==> config.mk <==
export PLATFORM = sky130hd
export DESIGN_NAME = l2cache_nway_control
export DESIGN_NICKNAME = d
export VERILOG_FILES = /design/src/rtl/l2cache_nway_control.sv
export SDC_FILE = /design/constraint.sdc
export NUM_CORES = 1
export LEC_CHECK = 0
export CORE_UTILIZATION = 48
export CTS_CLUSTER_SIZE = 25
export DETAILED_ROUTE_END_ITERATION = 10
export PLACE_DENSITY_LB_ADDON = 0.08
export SYNTH_ARGS = -nofsm -noshare
export SYNTH_HDL_FRONTEND = slang
export SYNTH_SLANG_ARGS = --single-unit
==> constraint.sdc <==
create_clock -name clk -period 3 [get_ports clk]
set_input_delay 0.6 -clock clk [delete_from_list [all_inputs] [get_ports clk]]
set_output_delay 0.6 -clock clk [all_outputs]
set_load 0.02 [all_outputs]
==> src/rtl/l2cache_nway_control.sv <==
// N-way write-back/write-allocate L2 control FSM; hit answers 1 cycle after request, a miss costs its pmem bursts + COMMIT + IDLE + SERVE.
// Backpressure: mem_* is held until the mem_resp pulse; the pmem burst stalls on pmem_resp=0 with state and beat_cnt frozen.
module l2cache_nway_control #(
    parameter int NUM_WAYS    = 4,
    parameter int WAY_BITS    = $clog2(NUM_WAYS),
    parameter int BURST_BEATS = 4,
    parameter int BEAT_BITS   = (BURST_BEATS > 1) ? $clog2(BURST_BEATS) : 1,
    parameter int CNT_WIDTH   = 32
) (
    input  logic                 clk,
    input  logic                 rst,
    input  logic                 mem_read,
    input  logic                 mem_write,
    output logic                 mem_resp,
    input  logic [NUM_WAYS-1:0]  cache_hit,
    input  logic [WAY_BITS-1:0]  way,
    input  logic                 dirty_victim,
    input  logic                 pmem_resp,
    output logic                 pmem_read,
    output logic                 pmem_write,
    output logic [BEAT_BITS-1:0] beat_cnt,
    output logic                 load_line_beat,
    output logic [WAY_BITS-1:0]  way_sel,
    output logic                 load_way_reg,
    output logic [NUM_WAYS-1:0]  load_tag,
    output logic [NUM_WAYS-1:0]  load_valid,
    output logic                 set_valid,
    output logic [NUM_WAYS-1:0]  load_dirty,
    output logic                 set_dirty,
    output logic                 load_lru,
    output logic [NUM_WAYS-1:0]  read_data_array,
    output logic [1:0]           write_sel,
    output logic [CNT_WIDTH-1:0] hit_count,
    output logic [CNT_WIDTH-1:0] miss_count
);

    typedef enum logic [2:0] {
        S_IDLE,
        S_WRITEBACK,
        S_ALLOCATE,
        S_COMMIT,
        S_SERVE
    } state_t;

    localparam logic [BEAT_BITS-1:0] LAST_BEAT = BEAT_BITS'(BURST_BEATS - 1);

    state_t              state;
    logic [WAY_BITS-1:0] way_reg;
    logic                refill;

    logic                req;
    logic                hit;
    logic                last_beat;
    logic [NUM_WAYS-1:0] way_oh;
    logic [NUM_WAYS-1:0] way_reg_oh;

    assign req        = mem_read | mem_write;
    assign hit        = |cache_hit;
    assign last_beat  = (beat_cnt == LAST_BEAT);
    assign way_oh     = NUM_WAYS'(1) << way;
    assign way_reg_oh = NUM_WAYS'(1) << way_reg;

    always_comb begin
        mem_resp        = 1'b0;
        pmem_read       = 1'b0;
        pmem_write      = 1'b0;
        load_line_beat  = 1'b0;
        way_sel         = way_reg;
        load_way_reg    = 1'b0;
        load_tag        = '0;
        load_valid      = '0;
        set_valid       = 1'b0;
        load_dirty      = '0;
        set_dirty       = 1'b0;
        load_lru        = 1'b0;
        read_data_array = '0;
        write_sel       = 2'b00;

        case (state)
            S_IDLE: begin
                if (req) begin
                    load_way_reg = 1'b1;
                    way_sel      = way;
                    if (hit) begin
                        load_lru = 1'b1;
                        // A simultaneous read+write is treated as a write.
                        if (mem_write) begin
                            load_dirty = way_oh;
                            set_dirty  = 1'b1;
                            write_sel  = 2'b10;
                        end else begin
                            read_data_array = way_oh;
                        end
                    end
                end
            end
            S_WRITEBACK: begin
                pmem_write      = 1'b1;
                read_data_array = way_reg_oh;
                if (pmem_resp && last_beat) begin
                    load_dirty = way_reg_oh;
                end
            end
            S_ALLOCATE: begin
                pmem_read      = 1'b1;
                load_line_beat = pmem_resp;
            end
            S_COMMIT: begin
                write_sel  = 2'b01;
                load_tag   = way_reg_oh;
                load_valid = way_reg_oh;
                set_valid  = 1'b1;
                load_dirty = way_reg_oh;
            end
            S_SERVE: begin
                mem_resp = 1'b1;
            end
            default: ;
        endcase
    end

    always_ff @(posedge clk) begin
        if (rst) begin
            state      <= S_IDLE;
            way_reg    <= '0;
            beat_cnt   <= '0;
            refill     <= 1'b0;
            hit_count  <= '0;
            miss_count <= '0;
        end else begin
            case (state)
                S_IDLE: begin
                    if (req) begin
                        way_reg <= way;
                        if (hit) begin
                            state  <= S_SERVE;
                            refill <= 1'b0;
                            // The post-refill replay was already counted as a miss.
                            if (!refill && (hit_count != '1)) begin
                                hit_count <= hit_count + 1'b1;
                            end
                        end else begin
                            state    <= dirty_victim ? S_WRITEBACK : S_ALLOCATE;
                            beat_cnt <= '0;
                            if (miss_count != '1) begin
                                miss_count <= miss_count + 1'b1;
                            end
                        end
                    end
                end
                S_WRITEBACK: begin
                    if (pmem_resp) begin
                        if (last_beat) begin
                            beat_cnt <= '0;
                            state    <= S_ALLOCATE;
                        end else begin
                            beat_cnt <= beat_cnt + 1'b1;
                        end
                    end
                end
                S_ALLOCATE: begin
                    if (pmem_resp) begin
                        if (last_beat) begin
                            beat_cnt <= '0;
                            state    <= S_COMMIT;
                        end else begin
                            beat_cnt <= beat_cnt + 1'b1;
                        end
                    end
                end
                S_COMMIT: begin
                    refill <= 1'b1;
                    state  <= S_IDLE;
                end
                S_SERVE: begin
                    state <= S_IDLE;
                end
                default: begin
                    state <= S_IDLE;
                end
            endcase
        end
    end

endmodule

### After elaboration in Yosys (flattened, before gate mapping)

Cells that the tools add are included.

* register bits after elaboration: 72
* latch bits: 0
* RAM bits: 0
* memory bits (read-only): 0
* bits of input ports: 12
* output and inout port bits: 94
* word-level logic and storage cells: 87
* memories kept: 0

* add/sub/neg operators: 3
* multipliers: 0
* divide/modulo/power cells: 0
* magnitude comparators: 0
* eq/ne operators: 15
* shift operators: 2
* mux-type cells: 46
* bitwise operators: 2
* reductions and logical operators: 13

Operators with widths (number)
* 32-bit by 1-bit adder with 32-bit output (second input constant): 2
* 32-bit != test (second input constant): 2
* 4-bit 2-to-1 mux: 8
* 2-bit 2-to-1 mux: 10
* 3-bit 2-to-1 mux: 6
* 1-bit 2-to-1 mux: 16
* 2-bit != test (second input constant): 7
* 4-bit case mux with 3 select lines: 1
* 4-bit AND reduction: 3
* 3-bit case mux with 3 select lines: 1
* 2-bit case mux with 2 select lines: 2
* 4-bit case mux with 2 select lines: 1
* 1-bit by 2-bit left shift with 4-bit output (first input constant): 2
* 3-bit by 2-bit equality test with 1-bit output (second input constant): 2
* 5-bit AND reduction: 1
* 2-bit nonzero test: 2
* 4-bit OR reduction: 1
* 3-bit by 1-bit equality test with 1-bit output (second input constant): 1
* 3-bit equality test (second input constant): 1
* 3-bit zero test: 1
* 3-bit AND reduction: 1
* 2-bit by 1-bit adder with 2-bit output (second input constant): 1
* 2-bit equality test (second input constant): 1
* 1-bit logical AND: 2
* other kinds (6): 6

### Depth between registers and ports, before layout

Gate-level depths: netlist of run 1.

* depth in word-level cells: 5
* gate-level depth with buffers: 9

### Worst setup path after synthesis of run 1

OpenSTA, ideal clock, no wires.

* kind: reg-to-output
* from: reg state[1]
* to: out read_data_array[0]
* arrival: 2.387 ns
* slack: 0.013 ns
* stages on the path, launching flop included: 6
* path buffers: 0
* cell sequence: dfxtp_1 or3_4 nor2_1 nand2_1 or4_1 o32ai_1

* word-level cells in the longest chain between the ends: 2
* elaborated cells on any way between the ends: 3

RTL lines
* start: declaration: RTL line 47 `state_t state;`
* start signal: assignment: RTL line 143 `state <= dirty_victim ? S_WRITEBACK : S_ALLOCATE;`
* 3-bit by 1-bit equality test with 1-bit output / 3-bit zero test (equally long branches): RTL line 79 `case (state)`
* 4-bit case mux with 2 select lines (*): RTL line 79
* end: declaration: RTL line 31 `output logic [NUM_WAYS-1:0] read_data_array,`

Mark *: on every way between the ends. The rest lies on a longest branch, timed or not.

### Worst setup path after layout of run 1

* from: in cache_hit[1]
* to: out load_dirty[0]

* word-level cells in the longest chain between the ends: 4

RTL lines
* start: declaration: RTL line 15 `input logic [NUM_WAYS-1:0] cache_hit,`
* 4-bit OR reduction: RTL line 58 `assign hit = |cache_hit;`
* 4-bit 2-to-1 mux: RTL line 84 `if (hit) begin`
* 4-bit 2-to-1 mux: RTL line 81 `if (req) begin`
* 4-bit case mux with 3 select lines: RTL line 79
* end: declaration: RTL line 28 `output logic [NUM_WAYS-1:0] load_dirty,`

Every way passes these cells.

==> results of run 1 <==
power groups by stage:
| stage | Sequential [mW] | Combinational (mW) | Clock (mW) |
|---|---|---|---|
| after floorplan | 1.03 | 0.220 | 0 |
| after global placement | 1.01 | 0.408 | 0 |
| after detailed placement | 1.02 | 0.416 | 0 |
| after CTS | 0.994 | 0.411 | 0.805 |
| after global routing | 0.997 | 0.443 | 0.846 |
| final | 0.994 | 0.407 | 0.783 |
timing repair:
item | CTS | global route
cloned | 0 | 0
setup endpoints to repair | 10 | 6
endpoints found under the hold margin | 0 | 0
gates resized for setup | 12 | 10
kinds of logic after synthesis:
logic type / share of synthesized area
AOI/OAI and AO/OA: 0.204
xor gates and xnor gates: 0.0184
adders and majority gates: 0.00988
buffers and inverters: 0.0464
DFF: 0.379
muxes: 0.0260
and+or+nand+nor: 0.316
synth_stat cells (6+ instances only):
library cell	instances
a21oi_1	54
clkbuf_1	19
dfxtp_1	72
inv_1	14
mux2_2	7
nand2_1	31
nand3_1	24
nand4_1	19
nor2_1	33
nor2b_1	11
nor3_1	7
nor4_1	9
o21ai_0	36
o22ai_1	6
o31ai_1	18
or3_1	35
or4_1	21
critical path, stage by stage:
cell             delay, ns
clkdlybuf4s50_1       0.42
or4_1                 0.57
buf_4                 0.18
nand3_2               0.12
o32ai_1               0.09
dlygate4sd2_1         0.34
path summary, 6_finish.rpt:
kind | endpoint | slack [ns] | cells after the start
setup / recovery | load_dirty[0] | 0.08 | 6
hold / removal | hit_count[11] | 0.50 | 2
setup reg to reg | hit_count[26] | 0.32 | 6
hold reg to reg | hit_count[11] | 0.50 | 2
through the flow:
stage / area, µm² / setup TNS [ns] / utilization / setup WS, ns
floorplan: 3800 / 0 / - / 0.0133
global placement: 5070 / -4.95 / 0.660 / -0.228
detailed placement: 5070 / -4.87 / 0.660 / -0.274
CTS: 5270 / 0 / 0.686 / 0.0129
global route: 5270 / 0 / 0.685 / 0.0129
finish: 5270 / 0 / 0.685 / 0.0799
metal layers:
layer / wire length (µm) / up-vias
met2: 4780 / 125
li1: - / 2037
met4: 204 / 0
met5: 0 / -
met3: 602 / 16
met1: 4210 / 1919
area by class of cell:
class / instances / area (µm²) / share of cell area
Clock buffer: 12 / 155 / 0.0295
Clock inverter: 4 / 51.3 / 0.00974
Inverter: 14 / 52.6 / 0.00998
Multi-Input combinational cell: 367 / 2210 / 0.420
Sequential cell: 72 / 1440 / 0.274
Tap cell: 102 / 128 / 0.0242
Timing Repair Buffer: 129 / 1230 / 0.233
layout by cell type, fill, tap and decap left out, types with 2 or more instances in the layout:
master and count:
buf_4 22, o32ai_1 2, dfxtp_1 72, or4_1 21, clkbuf_8 11, xor2_1 3
nand3_1 23, and2_1 2, mux2_2 7, nor3_1 7, clkbuf_2 4, ha_1 3
and3_1 4, dlygate4sd2_1 6, and4_1 5, or3_1 35, a2111oi_0 5, xnor2_1 5
a21oi_1 54, o31ai_1 16, clkdlybuf4s50_1 93, o21ai_0 36, nand2b_1 4, nand4_1 19
mux2i_1 2, or2_2 4, buf_12 2, o22ai_1 6, inv_1 14, nor2b_1 11
nand2_1 31, nor4_1 8, o31a_1 2, nand3b_1 2, nor2_1 33
==> impl_metrics.csv, run 1 <==
group,metric,value,unit
die,num_io_pins,106,
status,status,"complete, no violations",
die,die_w,91.0,µm
global_route,top_usage_layer,"met2",
clocking,cts_buffers,9,
die,fp.dieArea,8280,µm²
sta,finalSetupViolCount,0,
pwr,power.share.clock,0.358,
routing,drc,0,
logic_synthesis,synth.avg_cell_area,7.92,µm²
clocking,clk-insertion-delay-late,0.34,ns
pwr,combPwrFrac,0.187,
routing,firstDrtPassIters,4,
clocking,cts_max_level,3,
pwr,swShare,0.272,
sta,period_share,0.973,
clocking,cts.sinks,72,
routing,vias,4097,
pwr,p_seq_frac,0.455,
finish,fin_cells,700,
sta,hold_ws,0.498,ns
clocking,postCtsSetupRepairBufs,0,
logic_synthesis,synth_top_area_frac,0.379,
critical_path,crit_type,"input pin to output port",
sta,rsz0062_at_grt,"no",
finish,n_fill_cell,651,
logic_synthesis,async_flop_share,0,
finish,nets,608,
critical_path,worstPathArrival,2.32,ns
sta,max_freq,342,MHz
critical_path,startpoint,"cache_hit[1]",
logic_synthesis,synth_top_area_cell,"dfxtp_1",
sta,maxSlewViolCount,0,
critical_path,r2r_start,"hit_count[0]",
logic_synthesis,ys_types,46,
clocking,cts_tree,"done",
finish,reg_top3,"hit_count (32), miss_count (32), state (3)",
pwr,power_leakage,1.70,nW
pwr,intPower,1.59,mW
logic_synthesis,postSynthCellCount,480,
critical_path,crit_fanout,6,
logic_synthesis,syn_area,3800,µm²
global_route,grt_util_met1,0.272,
pwr,power,2.18,mW
logic_synthesis,synth_seq_cells,72,
logic_synthesis,synth_edf_count,0,
job,drv_cap,0,
routing,final_antenna_net_count,0,
place,dp_cells,684,
routing,totalWireLength,9800,µm
pwr,p_switching,0.594,mW
global_route,grt_pass1_vias,3847,
finish,diodes,0,
critical_path,worstSetupStartpointType,"input pin",
routing,drt-initial-drc-count,139,
clocking,root_buffer,"clkbuf_8",
sta,relSlewSlack,0.506,
global_route,grt_max_degree,46,
finish,area_growth,38.6,%
die,core,7690,µm²
clocking,clk_pin_slew,0.08,ns
place,gp_congestion,0.842,
die,initial_utilization,0.494,
global_route,grt_pass1_wl,16600,µm
global_route,met3_usage,0.0452,
logic_synthesis,ys.flop_type,"dfxtp_1",
global_route,grt_use_total,0.241,
sta,max_slew.worst_pin.slew,0.741,ns
global_route,antenna_found_initial,0,
sta,min_period,2.92,ns
place,io_buffers,105,
die,num_rows,32,
global_route,grt-ovfl-total,0,
logic_synthesis,syn_nets,495,
place,hpwl,7120,µm
logic_synthesis,synth-seq-area-share,0.379,
critical_path,end_kind,"output port",
global_route,met2_usage,0.432,
clocking,clockBufferDepth,2,
sta,skew,0.0121,ns
die,die_h,91.0,µm
routing,viasPerCell,5.85,
pwr,ir_worst_vdd,237,µV
logic_synthesis,synth_area_leaders,"dfxtp_1 (38%), a21oi_1 (7.1%), or3_1 (5.8%), o21ai_0 (4.7%), or4_1 (4.1%)",
hold_path,worstHoldStart,"hit_count[11]",
pwr,power_density,415,nW/µm²
finish,drive_gt1_frac,0.104,
logic_synthesis,yosys_warnings,0,
routing,wire_per_inst,14.0,µm
hold_path,min_path_type,"register to register",
sta,hold_viol,0,
critical_path,cp.required,2.40,ns
clocking,hold_buffers,0,
Note: power is estimated with default switching activity, not from simulation.
==> run 2, diff against run 1 <==
--- a/config.mk
+++ b/config.mk
@@ -5,6 +5,7 @@
 export SDC_FILE = /design/constraint.sdc
 export NUM_CORES = 1
 export LEC_CHECK = 0
+export CORE_MARGIN = 2
 export CORE_UTILIZATION = 48
 export CTS_CLUSTER_SIZE = 25
 export DETAILED_ROUTE_END_ITERATION = 10
==> run 2 against run 1 <==
  * Sequential share of layout area about the same
  * Via count grew 0.27%
  * Die area increased by 4.4%
  * Setup slack lost 0.0062 ns
  * Hold slack gained 0.0077 ns
  * Clock power decreased by 0.9%
  * Sequential power hardly changed
  * Routed wire length up 3.4%
  * Critical path depth unchanged
  * Largest cell class unchanged
==> impl_metrics.csv, run 2 (synthesis results as in run 1) <==
group,metric,value,unit
routing,totalWireLength,10100,µm
global_route,grt_pass1_wl,16700,µm
die,num_rows,32,
finish,n_fill_cell,681,
critical_path,max_stage_delay,0.56,ns
pwr,power,2.18,mW
routing,firstDrtPassIters,4,
critical_path,path_cells,"clkdlybuf4s50_1 -> nor2_1 -> nor2_1 -> buf_4 -> mux2_2 -> clkdlybuf4s50_1",
clocking,clk_pin_slew,0.09,ns
global_route,grt_pass1_vias,3716,
clocking,cts.sinks,72,
die,die_h,93.0,µm
finish,final_cell_mix,"clkdlybuf4s50_1 (93), dfxtp_1 (72), a21oi_1 (54)",
place,hpwl,7270,µm
die,core,7690,µm²
job,drv_cap,0,
clocking,cts_max_level,3,
critical_path,cpLargestDelayFamily,"buffers and inverters",
finish,reg_top3,"hit_count (32), miss_count (32), state (3)",
die,fp.dieArea,8640,µm²
finish,final_common_cell,"clkdlybuf4s50_1",
sta,max_freq,342,MHz
finish,diodes,0,
clocking,cts_tree,"done",
critical_path,cp.required,2.40,ns
critical_path,worstSetupStartpointType,"input pin",
sta,hold_viol,0,
routing,vias,4108,
place,placed_area,5080,µm²
finish,area_growth,38.5,%
global_route,grt_use_total,0.232,
pwr,power_density,414,nW/µm²
sta,relSlewSlack,0.514,
sta,rsz0062_at_grt,"no",
die,num_io_pins,106,
routing,viasPerCell,5.84,
global_route,antenna_found_initial,0,
critical_path,crit_fanout,3,
clocking,root_buffer,"clkbuf_8",
finish,fin_util,0.685,
critical_path,crit_buf_inv,3,
sta,period_share,0.975,
routing,drt-initial-drc-count,211,
place,dp_cells,688,
critical_path,critical-path-slowest-cell,"clkdlybuf4s50_1",
sta,finalSetupTns,0,ns
clocking,clk-insertion-delay-late,0.35,ns
finish,fin_cells,704,
global_route,grt-ovfl-total,0,
routing,final_antenna_net_count,0,
sta,maxSlewViolCount,0,
die,initial_utilization,0.494,
clocking,cts_buffers,9,
pwr,power_leakage,1.70,nW
clocking,hold_buffers,0,
finish,fin_area,5260,µm²
critical_path,worstPathArrival,2.33,ns
place,io_buffers,105,
routing,drc,0,
sta,skew,0.0142,ns
place,gp_congestion,0.822,
sta,max_slew.worst_pin.slew,0.729,ns
critical_path,end_kind,"output port",
critical_path,r2r_slack,0.28,ns
finish,nets,612,
sta,min_period,2.93,ns
global_route,grt_max_degree,29,
critical_path,crit_type,"input pin to output port",
status,status,"complete, no violations",
finish,drive_gt1_frac,0.110,
die,die_w,93.0,µm
sta,finalSetupViolCount,0,
routing,wire_per_inst,14.4,µm
hold_path,min_path_type,"register to register",
pwr,ir_worst_vdd,272,µV
clocking,clockBufferDepth,2,
## run 2: per-stage QoR
stage	setup slack, ns	hold slack (ns)
floorplan	0.0133	0.481
global placement	-0.231	0.479
detailed placement	-0.298	0.491
CTS	0.00579	0.504
global route	0.00906	0.531
finish	0.0737	0.506
## run 2: cell type report
| type | count | area, µm² | area share |
|---|---|---|---|
| Clock buffer | 10 | 128 | 0.0242 |
| Clock inverter | 6 | 68.8 | 0.0131 |
| Inverter | 14 | 52.6 | 0.00998 |
| Multi-Input combinational cell | 367 | 2210 | 0.420 |
| Sequential cell | 72 | 1440 | 0.274 |
| Tap cell | 102 | 128 | 0.0242 |
| Timing Repair Buffer | 133 | 1230 | 0.235 |
## run 2: final timing paths
kind	end	cells after the start	startpoint
setup / recovery	way_sel[1]	6	mem_write
hold / removal	hit_count[11]	2	hit_count[11]
setup reg to reg	hit_count[26]	6	hit_count[0]
hold reg to reg	hit_count[11]	2	hit_count[11]
## run 2: repair_timing
| action | in CTS | in global routing |
|---|---|---|
| gates resized for setup | 16 | 7 |
| gates cloned | 0 | 0 |
| setup buffers | 0 | 0 |
| pin swaps | 0 | 0 |
| setup endpoints to repair | 11 | 17 |
## run 2: layer usage
metal	GRT usage	part of all wire	vias up
met3	0.0443	0.048	12
met4	0.0895	0.014	0
met2	0.396	0.48	99
li1	-	-	2042
met5	0	0	-
met1	0.291	0.46	1955
## run 2: report_power, final
part           switching [mW]  internal [mW]
Sequential             0.0199          0.974
Clock                   0.389          0.387
Combinational           0.227          0.185
Total                   0.636           1.55
## run 2: worst min-delay path, delay by kind of cell, from the launching register on
kind / cells / cell delay (ns)
AOI/OAI and AO/OA: 2 / 0.12
DFF: 1 / 0.34
